===== config.mk =====
export PLATFORM = sky130hd
export DESIGN_NAME = nn_linear_sequencer
export DESIGN_NICKNAME = d
export VERILOG_FILES = /design/src/rtl/nn_linear_sequencer.sv
export SDC_FILE = /design/constraint.sdc
export NUM_CORES = 1
export LEC_CHECK = 0
export BUFFER_PORTS_ARGS = -buffer_cell sky130_fd_sc_hd__clkbuf_2
export CORE_MARGIN = 2
export CORE_UTILIZATION = 32
export DETAILED_ROUTE_END_ITERATION = 6
export GPL_ROUTABILITY_DRIVEN = 1
export PLACE_DENSITY = 0.54
export RECOVER_POWER = 100
export SLEW_MARGIN = 5
export SYNTH_ARGS = -nofsm -noshare
export SYNTH_HDL_FRONTEND = slang
export SYNTH_SLANG_ARGS = --single-unit

===== constraint.sdc =====
create_clock -name clk -period 20.1 [get_ports clk]
set_input_delay 3.015 -clock clk [delete_from_list [all_inputs] [get_ports clk]]
set_output_delay 3.015 -clock clk [all_outputs]
set_load 0.005 [all_outputs]

===== src/rtl/nn_linear_sequencer.sv =====
// One fully-connected layer y = W*x + b evaluated on a single shared MAC,
// one output row at a time, against synchronous parameter/activation memories.
module nn_linear_sequencer #(
  parameter int IN_FEATURES  = 3,
  parameter int OUT_FEATURES = 2,
  parameter int DATA_W       = 16,
  parameter int FRAC_BITS    = 8,
  localparam int W_AW = (IN_FEATURES * OUT_FEATURES > 1) ? $clog2(IN_FEATURES * OUT_FEATURES) : 1,
  localparam int X_AW = (IN_FEATURES > 1) ? $clog2(IN_FEATURES) : 1,
  localparam int Y_AW = (OUT_FEATURES > 1) ? $clog2(OUT_FEATURES) : 1
) (
  input  logic              clk,
  input  logic              rst_n,
  input  logic              start,
  output logic              busy,
  output logic              done,
  output logic [W_AW-1:0]   w_addr,
  input  logic [DATA_W-1:0] w_data,
  output logic [X_AW-1:0]   x_addr,
  input  logic [DATA_W-1:0] x_data,
  output logic [Y_AW-1:0]   b_addr,
  input  logic [DATA_W-1:0] b_data,
  output logic [Y_AW-1:0]   y_addr,
  output logic [DATA_W-1:0] y_data,
  output logic              y_we
);

  localparam int P_W   = 2 * DATA_W;
  localparam int ACC_W = P_W + X_AW + 1;
  localparam int SUM_W = ACC_W + 1;

  localparam logic [X_AW-1:0] X_LAST = X_AW'(IN_FEATURES - 1);
  localparam logic [Y_AW-1:0] B_LAST = Y_AW'(OUT_FEATURES - 1);
  localparam logic signed [SUM_W-1:0] Y_MAX = {{(SUM_W - DATA_W + 1){1'b0}}, {(DATA_W - 1){1'b1}}};
  localparam logic signed [SUM_W-1:0] Y_MIN = ~Y_MAX;

  typedef enum logic [2:0] {
    S_IDLE  = 3'd0,
    S_MAC   = 3'd1,
    S_DRAIN = 3'd2,
    S_WRITE = 3'd3,
    S_DONE  = 3'd4
  } state_t;

  // Drop the fractional bits (arithmetic shift, floor) and clamp to the word range.
  function automatic logic [DATA_W-1:0] sat_fn(input logic signed [SUM_W-1:0] v);
    logic signed [SUM_W-1:0] s;
    s = v >>> FRAC_BITS;
    if (s > Y_MAX) begin
      sat_fn = Y_MAX[DATA_W-1:0];
    end else if (s < Y_MIN) begin
      sat_fn = Y_MIN[DATA_W-1:0];
    end else begin
      sat_fn = s[DATA_W-1:0];
    end
  endfunction

  state_t state_q, state_d;
  logic [W_AW-1:0]         w_addr_q, w_addr_d;
  logic [X_AW-1:0]         x_addr_q, x_addr_d;
  logic [Y_AW-1:0]         b_addr_q, b_addr_d;
  logic [Y_AW-1:0]         y_addr_q, y_addr_d;
  logic [DATA_W-1:0]       y_data_q, y_data_d;
  logic                    y_we_q, y_we_d;
  logic                    busy_q, busy_d;
  logic                    done_q, done_d;
  logic                    valid_q, valid_d;
  logic signed [ACC_W-1:0] acc_q, acc_d;

  logic signed [P_W-1:0]   w_ext_s, x_ext_s, prod_s;
  logic signed [ACC_W-1:0] acc_add_s;
  logic signed [SUM_W-1:0] bias_s;

  assign w_ext_s = P_W'($signed(w_data));
  assign x_ext_s = P_W'($signed(x_data));
  assign prod_s  = w_ext_s * x_ext_s;
  assign bias_s  = SUM_W'($signed(b_data)) <<< FRAC_BITS;

  // Next-state, counters (x_addr is the column index, b_addr the row index) and output decode.
  always_comb begin
    state_d   = state_q;
    w_addr_d  = w_addr_q;
    x_addr_d  = x_addr_q;
    b_addr_d  = b_addr_q;
    y_addr_d  = y_addr_q;
    y_data_d  = y_data_q;
    acc_d     = acc_q;
    valid_d   = 1'b0;
    acc_add_s = valid_q ? (acc_q + ACC_W'(prod_s)) : acc_q;

    case (state_q)
      S_IDLE: begin
        if (start) begin
          state_d  = S_MAC;
          w_addr_d = '0;
          x_addr_d = '0;
          b_addr_d = '0;
          acc_d    = '0;
        end else begin
          state_d  = S_IDLE;
        end
      end
      S_MAC: begin
        valid_d = 1'b1;
        acc_d   = acc_add_s;
        if (x_addr_q == X_LAST) begin
          state_d  = S_DRAIN;
        end else begin
          x_addr_d = x_addr_q + X_AW'(1);
          w_addr_d = w_addr_q + W_AW'(1);
        end
      end
      S_DRAIN: begin
        // Bias has been valid since the second MAC cycle; fold it in with the last product.
        acc_d    = acc_add_s;
        y_addr_d = b_addr_q;
        y_data_d = sat_fn(SUM_W'(acc_add_s) + bias_s);
        state_d  = S_WRITE;
      end
      S_WRITE: begin
        acc_d = '0;
        if (b_addr_q == B_LAST) begin
          state_d  = S_DONE;
        end else begin
          state_d  = S_MAC;
          b_addr_d = b_addr_q + Y_AW'(1);
          x_addr_d = '0;
          w_addr_d = w_addr_q + W_AW'(1);
        end
      end
      S_DONE: begin
        state_d = S_IDLE;
      end
      default: begin
        state_d = S_IDLE;
      end
    endcase

    busy_d = (state_d == S_MAC) || (state_d == S_DRAIN) || (state_d == S_WRITE);
    y_we_d = (state_d == S_WRITE);
    done_d = (state_d == S_DONE);
  end

  // State and registered outputs; reset is synchronous and active-high.
  always_ff @(posedge clk) begin
    if (rst_n) begin
      state_q  <= S_IDLE;
      w_addr_q <= '0;
      x_addr_q <= '0;
      b_addr_q <= '0;
      y_addr_q <= '0;
      y_data_q <= '0;
      y_we_q   <= 1'b0;
      busy_q   <= 1'b0;
      done_q   <= 1'b0;
      valid_q  <= 1'b0;
      acc_q    <= '0;
    end else begin
      state_q  <= state_d;
      w_addr_q <= w_addr_d;
      x_addr_q <= x_addr_d;
      b_addr_q <= b_addr_d;
      y_addr_q <= y_addr_d;
      y_data_q <= y_data_d;
      y_we_q   <= y_we_d;
      busy_q   <= busy_d;
      done_q   <= done_d;
      valid_q  <= valid_d;
      acc_q    <= acc_d;
    end
  end

  assign busy   = busy_q;
  assign done   = done_q;
  assign w_addr = w_addr_q;
  assign x_addr = x_addr_q;
  assign b_addr = b_addr_q;
  assign y_addr = y_addr_q;
  assign y_data = y_data_q;
  assign y_we   = y_we_q;

endmodule


# After elaboration in Yosys (flattened, before gate mapping)
# Index checks and enable logic that the tools add are counted.
[totals] word_cells=61 output_inout_bits=26 reg_bits=65 in_bits=51
[classes] n_lt_le_gt_ge=2 reduce_logical=10 add_sub_neg=5 n_eq_ne=11 mux=21 multipliers=1
[ops] op="35-bit case mux with 3 select lines" n=1
[ops] op="35-bit two-way mux" n=2
[ops] op="35-bit by 24-bit adder with 36-bit output" n=1
[ops] op="35-bit by 32-bit adder with 35-bit output" n=1
[ops] op="16-bit by 16-bit multiplier with 32-bit output" n=1
[ops] op="16-bit two-way mux" n=2
[ops] op="28-bit by 16-bit greater-than comparator with 1-bit output (second input constant)" n=1
[ops] op="28-bit by 16-bit < comparator with 1-bit output (second input constant)" n=1
[ops] op="3-bit two-way mux" n=5
[ops] op="3-bit by 2-bit == test with 1-bit output (second input constant)" n=4
[ops] op="3-bit case mux with 4 select lines" n=1
[ops] op="3-bit case mux with 3 select lines" n=1
[ops] op="3-bit by 1-bit == test with 1-bit output (second input constant)" n=2
[ops] op="2-bit two-way mux" n=3
[ops] op="2-bit != test (second input constant)" n=3
[ops] op="2-bit case mux with 3 select lines" n=1
[ops] op="3-bit nonzero test" n=2
[ops] op="1-bit two-way mux" n=4
[ops] op="2-bit AND reduction" n=2
[ops] op="4-bit AND reduction" n=1
[ops] op="3-bit by 1-bit adder with 3-bit output (second input constant)" n=1
[ops] op="3-bit == test (second input constant)" n=1
[ops] op="3-bit logical NOT" n=1
[ops] op="2-bit by 1-bit adder with 2-bit output (second input constant)" n=1
[ops] op="6 further kinds" n=7

# Longest topological paths before layout
# Gate-level depths: netlist of the first run.
[logic_depth] depth_word=7 ltp_mapped=35 depth_no_buf=33

# Least setup slack after synthesis of the first run
# No wires, ideal clock.
[synth_timing] kind="input to register" startpoint="input x_data[1]" endpoint="register y_data_q[10] (netlist: y_data[10])" setup_ps=141 arrival_time_ps=10893 required_time_ps=19959 path_slack_ps=9066 path_buffers=2 path_stages=34 path_cell_list="clkbuf_1 nand2_1 inv_1 fa_1 inv_1 fa_1 fa_1 inv_1 fa_1 fa_1 inv_1 fa_1 inv_1 ha_1 a211o_1 a21oi_1 and4_1 o21a_1 o41ai_1 a21oi_1 o21ai_0 xnor2_1 mux2_2 ha_1 a21o_1 a21o_1 a2111oi_2 o32ai_1 nor2_1 xnor2_1 or3_4 o31ai_4 buf_6 o32ai_2"
[synth_via] elab_chain_len=7 elab_cells_between_ends=8 classes_between="add/sub: 2; mul: 1; order compare: 2; mux: 3"
[synth_lines] element="start, declared" line="20" rtl="input logic [DATA_W-1:0] x_data,"
[synth_lines] element="16-bit by 16-bit multiplier with 32-bit output *" line="76" rtl="assign prod_s = w_ext_s * x_ext_s;"
[synth_lines] element="35-bit by 32-bit adder with 35-bit output *" line="89" rtl="acc_add_s = valid_q ? (acc_q + ACC_W'(prod_s)) : acc_q;"
[synth_lines] element="35-bit two-way mux *" line="89"
[synth_lines] element="35-bit by 24-bit adder with 36-bit output *" line="117" rtl="y_data_d = sat_fn(SUM_W'(acc_add_s) + bias_s);"
[synth_lines] element="28-bit by 16-bit < comparator with 1-bit output" line="51" rtl="end else if (s < Y_MIN) begin"
[synth_lines] element="16-bit two-way mux" line="51"
[synth_lines] element="16-bit two-way mux *" line="49" rtl="if (s > Y_MAX) begin"
[synth_lines] element="end signal, assigned" line="164" rtl="y_data_q <= y_data_d;"
[synth_lines] element="end, declared" line="63" rtl="logic [DATA_W-1:0] y_data_q, y_data_d;"
# Every way passes the cells marked *; elsewhere a longest branch is shown, timed or not.
# A chain may end at the register's enable or synchronous reset.

# Worst setup path after layout of the first run
[layout_timing] startpoint="input x_data[1]" endpoint="register y_data_q[4] (netlist: y_data[4])"
# The elaborated chain is that of the path after synthesis.

==> metrics.cfg, run 1 <==
[run_status]
status = finished, violations left
violations = capacitance limit, slew limit

[global_routing]
grt_max_degree = 73
overflow = 0
grt_pass1_wl_mm = 71.5
antenna_found_initial = 0
grt_pass1_vias = 13022
groute.usage.overall = 0.169

[hold_path]
min_path_type = reg -> reg
hold_end = y_addr
hold_path_depth = 2
hp-start = y_addr

[layout]
multi_input_area_um2 = 13100
ff_latch_area_um2 = 1300
finish.utilization = 0.347
nFillCells = 5238
final_nets = 2322
finalNonFillerCells = 2503
area_growth_pct = 7.70
drive_above_1_share = 0.0694
n_antenna_cell = 0

[synth]
avgSynthCellArea_um2 = 8.95
netlist_instances = 1802
netlist_area_um2 = 16100
synth_edf_count = 0
ys_ff_latch = 65
synth_top_area_cell = fa_1
async_reset_ff_frac = 0
ys_types = 81
synthTopCellsByArea = fa_1 (39%), ha_1 (10%), inv_1 (8.6%), dfxtp_1 (8.1%), and2_1 (4.8%)
syn-num-nets = 2298
synthFlopType = dfxtp_1
synth_top_area_share = 0.386
yosys_warnings = 0
ys_seq_area_frac = 0.0807

[setup_path]
critPathLaunchType = input pin
cp.required_ps = 20200
critPathMaxStageDelay_ps = 1890
path_class = in -> reg
reg2reg_depth = 26
endpoint_kind = register
slowest_stage = o31ai_1
critPathArrivalTime_ps = 13760
r2r_start = acc_q[9]
r2r-end = y_data[4]
crit_fanout = 16
r2r_setup_slack_ps = 10030
crit_top_cell = fa_1
critical_path.startpoint = x_data[1]

[clock_network]
cts.path.max_buffers = 2
insertion_delay_ps = 340
cts_hold_buffers = 0
clkSlewWorstSetupHoldPaths_ps = 60
cts_buffers = 9
cts_sinks = 65
cts_tree = yes
postCtsResizedCells = 0
cts_root_buffer = clkbuf_16
cts_setup_buffers = 0
htreeDepth = 3

[die]
io_pins = 77
rows = 82
fp.dieW_um = 228
dieArea_um2 = 52200
die_h_um = 228
start_util = 0.323
core_area_um2 = 50000

[sta]
slew_violations = 89
rsz0062_at_grt = false
period_share = 0.680
fin_skew_ps = 11.7
fin_crit_ps = 13670
tightest_slew_ps = 3230
finalHoldViolations = 0
max_freq_mhz = 73.2
maxSlewHeadroom = -1.15
tns_ps = 0
setup_violations = 0

[route]
vias_per_cell = 4.84
routedWlPerCell_um = 16.8
route.detailed.drc = 0
vias = 12108
ant_nets = 0
drt_iter0_markers = 654
routed_wl_mm = 41.9
firstDrtPassIters = 5

[placement]
place_inst = 2487
numPortBuffers = 76
dp_hpwl_mm = 35.5
gp_congestion = 0.863

[job]
cap_violations = 2

## Yosys cell counts, drive strengths merged, types with 5 or more instances
master / count
inv: 369
nand2b: 7
nor2: 115
o211ai: 5
o21a: 17
nand2: 168
o32ai: 16
nand4: 8
or3: 19
mux2: 18
and2: 123
a31oi: 6
and3: 9
nand3: 13
a21oi: 59
o21bai: 5
nor4: 7
mux2i: 8
o21ai: 41
buf: 6
dfxtp: 65
a22oi: 25
xor2: 20
o31ai: 6
a21o: 31
ha: 134
clkbuf: 61
fa: 311
xnor2: 35
a211oi: 10
nor3: 19
## layout make-up
class                   count  share of cell area
flip-flops and latches     65              0.0749
clock inverters             7             0.00483
multi-input cells        1300               0.757
repair buffers             80              0.0221
clock buffers               9              0.0130
inverters                 370              0.0800
well taps                 672              0.0484
## how the worst max path moves through the flow
stage | end | slack, ps
global route | y_data[4] | 5670
finish | y_data[4] | 6430
global placement | y_data[0] | 7730
CTS | y_data[0] | 8030
detailed placement | y_data[0] | 7720
floorplan | y_data[10] | 9070
## through the flow
| stage | setup WS, ps | hold slack, ps | area, µm² |
|---|---|---|---|
| final | 6430 | 468 | 17400 |
| after global placement | 7730 | 462 | 17100 |
| after CTS | 8030 | 477 | 17400 |
| after detailed placement | 7720 | 468 | 17100 |
| after global routing | 5670 | 522 | 17400 |
| after floorplan | 9070 | 453 | 16100 |
## critical path, delay by kind of cell
family,cells,cell delay (ps)
AOI/OAI and AO/OA,9,4440
xor gates and xnor gates,2,370
adders and majority gates,8,3630
buffers and inverters,4,730
muxes,1,290
and+or+nand+nor,6,1280
## state kept, by name, indices dropped and copies added (netlist names)
signal	cells
y_data	16
valid_q	1
busy	1
acc_q	35
y_we	1
x_addr	2
w_addr	3
state_q	3
b_addr	1
done	1
y_addr	1
## layout by cell type (no fill, tap or decap), types with 8 or more instances in the layout
cell       instances
a211oi_1           9
a21o_1            31
a21oi_1           56
a22oi_1           25
and2_1           121
and3_1             8
clkbuf_1          19
clkbuf_16          9
clkbuf_2          58
dfxtp_1           65
fa_1             311
ha_1             134
inv_1            369
mux2_2            16
mux2i_1            8
nand2_1          168
nand3_1           13
nand4_1            8
nor2_1           115
nor3_1            18
o21a_1            17
o21ai_0           34
o32ai_1            8
o32ai_2            8
or3_1             17
xnor2_1           35
xor2_1            20
## routing by layer
metal | up-vias | share of wire | track usage
li1 | 5752 | - | -
met1 | 6080 | 0.51 | 0.256
met2 | 240 | 0.44 | 0.264
met3 | 36 | 0.033 | 0.0120
met4 | 0 | 0.013 | 0.0325
met5 | - | 0 | 0
## kinds of logic (layout without fill, tap and decap cells)
group,Yosys count,count (layout),share of synthesized area
AOI/OAI and AO/OA,264,264,0.123
xor gates and xnor gates,55,55,0.0299
adders and majority gates,445,445,0.490
buffers and inverters,437,466,0.103
DFF,65,65,0.0807
muxes,26,26,0.0175
and+or+nand+nor,510,510,0.155
Power of run 1 is not shown: default switching activity piles up to over one toggle a cycle in this logic, so the estimate is an artifact.
==> inputs of run 2 (changes only) <==
--- a/config.mk
+++ b/config.mk
@@ -5,12 +5,13 @@
 export SDC_FILE = /design/constraint.sdc
 export NUM_CORES = 1
 export LEC_CHECK = 0
+export ABC_AREA = 1
 export BUFFER_PORTS_ARGS = -buffer_cell sky130_fd_sc_hd__clkbuf_2
 export CORE_MARGIN = 2
 export CORE_UTILIZATION = 32
 export DETAILED_ROUTE_END_ITERATION = 6
 export GPL_ROUTABILITY_DRIVEN = 1
-export PLACE_DENSITY = 0.54
+export PLACE_DENSITY = 0.56
 export RECOVER_POWER = 100
 export SLEW_MARGIN = 5
 export SYNTH_ARGS = -nofsm -noshare
==> constraint.sdc (replaced) <==
create_clock -name clk -period 12.3 [get_ports clk]
set_input_delay 1.845 -clock clk [delete_from_list [all_inputs] [get_ports clk]]
set_output_delay 1.845 -clock clk [all_outputs]
set_load 0.005 [all_outputs]
==> run 2 against run 1 <==
Against the previous run:
- register-to-register slack got worse by 5300 ps
- synthesized cell count rose by 28%
- first-iteration DRC count fell by 4.1%
- sequential share of layout area fell by 0.30 points
- die area rose by 4.8%
- worst setup slack got worse by 4800 ps
- area after synthesis rose by 4.9%
- final area rose by 4.2%
- the run still ends with capacitance limit, slew limit left
- clock-buffer cell count did not move
- wire length rose by 6.7%
==> metrics.cfg, run 2 <==
[run_status]
status = finished, violations left
violations = capacitance limit, slew limit

[route]
routed_wl_mm = 44.7
vias_per_cell = 4.55
firstDrtPassIters = 5
drt_iter0_markers = 627
route.detailed.drc = 0
vias = 13666
routedWlPerCell_um = 14.9
ant_nets = 0

[die]
start_util = 0.322
core_area_um2 = 52400
die_h_um = 234
rows = 84
fp.dieW_um = 234
io_pins = 77
dieArea_um2 = 54700

[clock_network]
cts_tree = yes
htreeDepth = 3
cts_root_buffer = clkbuf_16
cts_buffers = 9
cts_setup_buffers = 0
postCtsResizedCells = 0
cts_sinks = 65
cts.path.max_buffers = 2
cts_hold_buffers = 0
clkSlewWorstSetupHoldPaths_ps = 50
insertion_delay_ps = 340

[synth]
ys_types = 41
avgSynthCellArea_um2 = 7.34
async_reset_ff_frac = 0
syn-num-nets = 2798
yosysMostFrequentCell = inv_1
synthTopCellsByArea = fa_1 (37%), inv_1 (14%), nand2_1 (13%), ha_1 (9.9%), dfxtp_1 (7.7%)
netlist_instances = 2302
ys_seq_area_frac = 0.0770
synth_top_area_cell = fa_1
netlist_area_um2 = 16900
synthFlopType = dfxtp_1
ys_top_cells_by_count = inv_1 (611), nand2_1 (596), fa_1 (311)
synth_top_area_share = 0.368
yosys_warnings = 0
ys_ff_latch = 65
synth_edf_count = 0

[sta]
setup_violations = 0
rsz0062_at_grt = false
fin_crit_ps = 10620
finalHoldViolations = 0
fin_skew_ps = 7.63
maxSlewHeadroom = -0.414
tightest_slew_ps = 2120
slew_violations = 46
max_freq_mhz = 94.2
tns_ps = 0
period_share = 0.863

[setup_path]
r2r_start = acc_q[15]
path_class = in -> reg
critPathMaxStageDelay_ps = 870
crit_top_cell = nand2_1
endpoint_kind = register
crit_fanout = 16
critical_path.startpoint = w_data[15]
critPathLaunchType = input pin
critPathArrivalTime_ps = 10820
cp.required_ps = 12500
slowest_stage = fa_1

[job]
cap_violations = 1

[layout]
n_antenna_cell = 0
final_common_cell = inv_1
finish.utilization = 0.345
final_nets = 2806
top_register = acc_q
nFillCells = 5583
drive_above_1_share = 0.0579
layout_common_cells = inv_1 (611), nand2_1 (596), fa_1 (311)
multi_input_area_um2 = 12900
ff_latch_area_um2 = 1300
area_growth_pct = 7.02
largest_reg_flops = 35
postLayoutCellArea_um2 = 18100

[global_routing]
grt_max_degree = 46
antenna_found_initial = 1
overflow = 0
grt_pass1_wl_mm = 75.8
grt_pass1_vias = 14613
groute.usage.overall = 0.174

[placement]
dp_hpwl_mm = 39.1
numPortBuffers = 76
gp_congestion = 0.947
dpl_cell_area_um2 = 17800

[hold_path]
min_path_type = reg -> reg
hp-start = y_data[15]

## run 2: metrics by stage
step | setup slack, ps | std cells | hold slack, ps
after global routing | 1110 | 3002 | 510
after global placement | 1600 | 2987 | 456
final | 1680 | 3002 | 466
after CTS | 1890 | 3002 | 469
after detailed placement | 1590 | 2987 | 460
after floorplan | 3240 | 2302 | 445
## run 2: worst paths after layout
| check | depth (start not counted) | slack, ps | endpoint |
|---|---|---|---|
| worst min-delay path | 2 | 470 | y_data[15] |
| worst max register to register | 31 | 4730 | y_data[1] |
| worst max-delay path | 37 | 1680 | y_data[1] |
| worst min register to register | 2 | 470 | y_data[15] |
## run 2: cells by family (layout without fill, tap and decap cells)
family,after synthesis,after routing,share of synthesized area
and+or+nand+nor,846,846,0.208
adders and majority gates,445,445,0.467
AOI/OAI and AO/OA,206,206,0.0686
DFF,65,65,0.0770
buffers and inverters,695,707,0.156
xor gates and xnor gates,45,45,0.0233
## run 2: area by class of cell
cell class | count | share of cell area
clock buffer | 9 | 0.0124
clock inverter | 6 | 0.00512
inverter | 615 | 0.128
multi-input combinational | 1542 | 0.715
sequential | 65 | 0.0719
tap | 688 | 0.0476
timing repair buffer | 77 | 0.0202
## run 2: worst max-delay path, delay by kind of cell
kind / cells / cell delay, ps
AND/OR/NAND/NOR: 19 / 2600
buffers and inverters: 7 / 1190
AO/OA/AOI/OAI: 3 / 940
adder cells (fa/ha/maj): 8 / 4190
## run 2: per-layer routing
metal,up-vias,track usage,wire [µm],part of all wire
met5,-,0,11,0.00025
met2,222,0.294,20900,0.47
li1,6735,-,-,-
met1,6669,0.245,22000,0.49
met3,38,0.0111,1110,0.025
met4,2,0.0376,702,0.016
Power of run 2 is left out for the same reason.
==> inputs of run 3 (changes only) <==
--- a/config.mk
+++ b/config.mk
@@ -12,7 +12,7 @@
 export DETAILED_ROUTE_END_ITERATION = 6
 export GPL_ROUTABILITY_DRIVEN = 1
 export PLACE_DENSITY = 0.56
-export RECOVER_POWER = 100
+export RECOVER_POWER = 25
 export SLEW_MARGIN = 5
 export SYNTH_ARGS = -nofsm -noshare
 export SYNTH_HDL_FRONTEND = slang
==> run 3 against run 2 <==
Against the previous run:
- first-iteration DRC count down 0.32%
- non-clock buffer count did not move
- the run still ends with capacitance limit, slew limit left
- wire length is essentially flat
- worst setup slack better by 230 ps
- final cell count unchanged
- final area is 0.23% higher
==> metrics.cfg, run 3 (synthesized netlist as in run 2, its figures left out) <==
[run_status]
status = finished, violations left
violations = capacitance limit, slew limit

[sta]
maxSlewHeadroom = -0.390
fin_skew_ps = 8.75
max_freq_mhz = 96.2
setup_ws_ps = 1910
tns_ps = 0
fin_crit_ps = 10390
finalHoldViolations = 0
rsz0062_at_grt = false
tightest_slew_ps = 2080
setup_violations = 0
period_share = 0.845
slew_violations = 46

[clock_network]
cts_sinks = 65
cts_setup_buffers = 0
cts_buffers = 9
cts_tree = yes
postCtsResizedCells = 0
htreeDepth = 3
cts_root_buffer = clkbuf_16
insertion_delay_ps = 340
clkSlewWorstSetupHoldPaths_ps = 50
cts_hold_buffers = 0
cts.path.max_buffers = 2

[layout]
multi_input_area_um2 = 13000
ff_latch_area_um2 = 1300
layout_common_cells = inv_1 (611), nand2_1 (596), fa_1 (311)
area_growth_pct = 7.27
final_common_cell = inv_1
final_nets = 2806
drive_above_1_share = 0.0653
largest_reg_flops = 35
top_register = acc_q
n_antenna_cell = 0
finish.utilization = 0.346
nFillCells = 5565

[route]
firstDrtPassIters = 5
route.detailed.drc = 0
routed_wl_mm = 44.7
vias_per_cell = 4.55
drt_iter0_markers = 625
ant_nets = 0
vias = 13659
routedWlPerCell_um = 14.9

[hold_path]
hp-start = y_data[15]
min_path_type = reg -> reg

[setup_path]
slowest_stage = fa_1
critPathMaxStageDelay_ps = 870
critPathArrivalTime_ps = 10580
crit_top_cell = nand2_1
path_class = in -> reg
critical_path.startpoint = x_data[1]
endpoint_kind = register
crit_fanout = 16
cp.required_ps = 12490
critPathLaunchType = input pin
r2r_start = acc_q[15]

[global_routing]
antenna_found_initial = 1
grt_pass1_wl_mm = 75.8
overflow = 0
groute.usage.overall = 0.174
grt_pass1_vias = 14613
grt_max_degree = 46

[die]
core_area_um2 = 52400
rows = 84
io_pins = 77
dieArea_um2 = 54700
fp.dieW_um = 234
die_h_um = 234
start_util = 0.322

[placement]
numPortBuffers = 76
gp_congestion = 0.947
dp_slack_ps = 1590
dp_hpwl_mm = 39.1

[job]
cap_violations = 1

[run 3: cell types whose count changed in the layout (fill, tap and decap cells not counted)]
| cell | previous run | this run |
|---|---|---|
| and2_1 | 8 | 11 |
| a21oi_1 | 113 | 105 |
| a21oi_2 | 3 | 11 |
| clkbuf_1 | 18 | 9 |
| clkbuf_2 | 58 | 67 |
| and2_0 | 3 | 0 |
[run 3: through the flow]
step | std cells | area, µm² | hold slack, ps
6_report | 3002 | 18100 | 465
5_1_grt | 3002 | 18100 | 510
4_1_cts | 3002 | 18100 | 469
3_5_place_dp | 2987 | 17800 | 460
3_3_place_gp | 2987 | 17800 | 456
2_1_floorplan | 2302 | 16900 | 445
[run 3: final timing paths]
kind / endpoint / slack (ps) / cells past startpoint
worst max-delay path: y_data[1] / 1910 / 37
worst min-delay path: y_data[15] / 470 / 2
worst max register to register: y_data[1] / 4630 / 31
worst min register to register: y_data[15] / 470 / 2
[run 3: metal layers]
layer  global-route usage  up-vias  wire (µm)
met5                    0        -         11
met4               0.0376        2        700
met3               0.0111       39       1290
met2                0.294      229      21000
met1                0.245     6657      21800
li1                     -     6732          -
[run 3: critical path, delay by kind of cell]
family | cells | cell delay (ps)
fa+ha+maj | 8 | 4280
simple gates | 19 | 2550
compound gates | 3 | 1040
buf+inv | 7 | 820
[run 3: final cells by class]
class	instances	area share
Multi-Input combinational cell	1542	0.715
Inverter	615	0.127
Sequential cell	65	0.0718
Tap cell	688	0.0475
Timing Repair Buffer	77	0.0208
Clock buffer	9	0.0124
Clock inverter	6	0.00511
Power of run 3 is left out for the same reason.
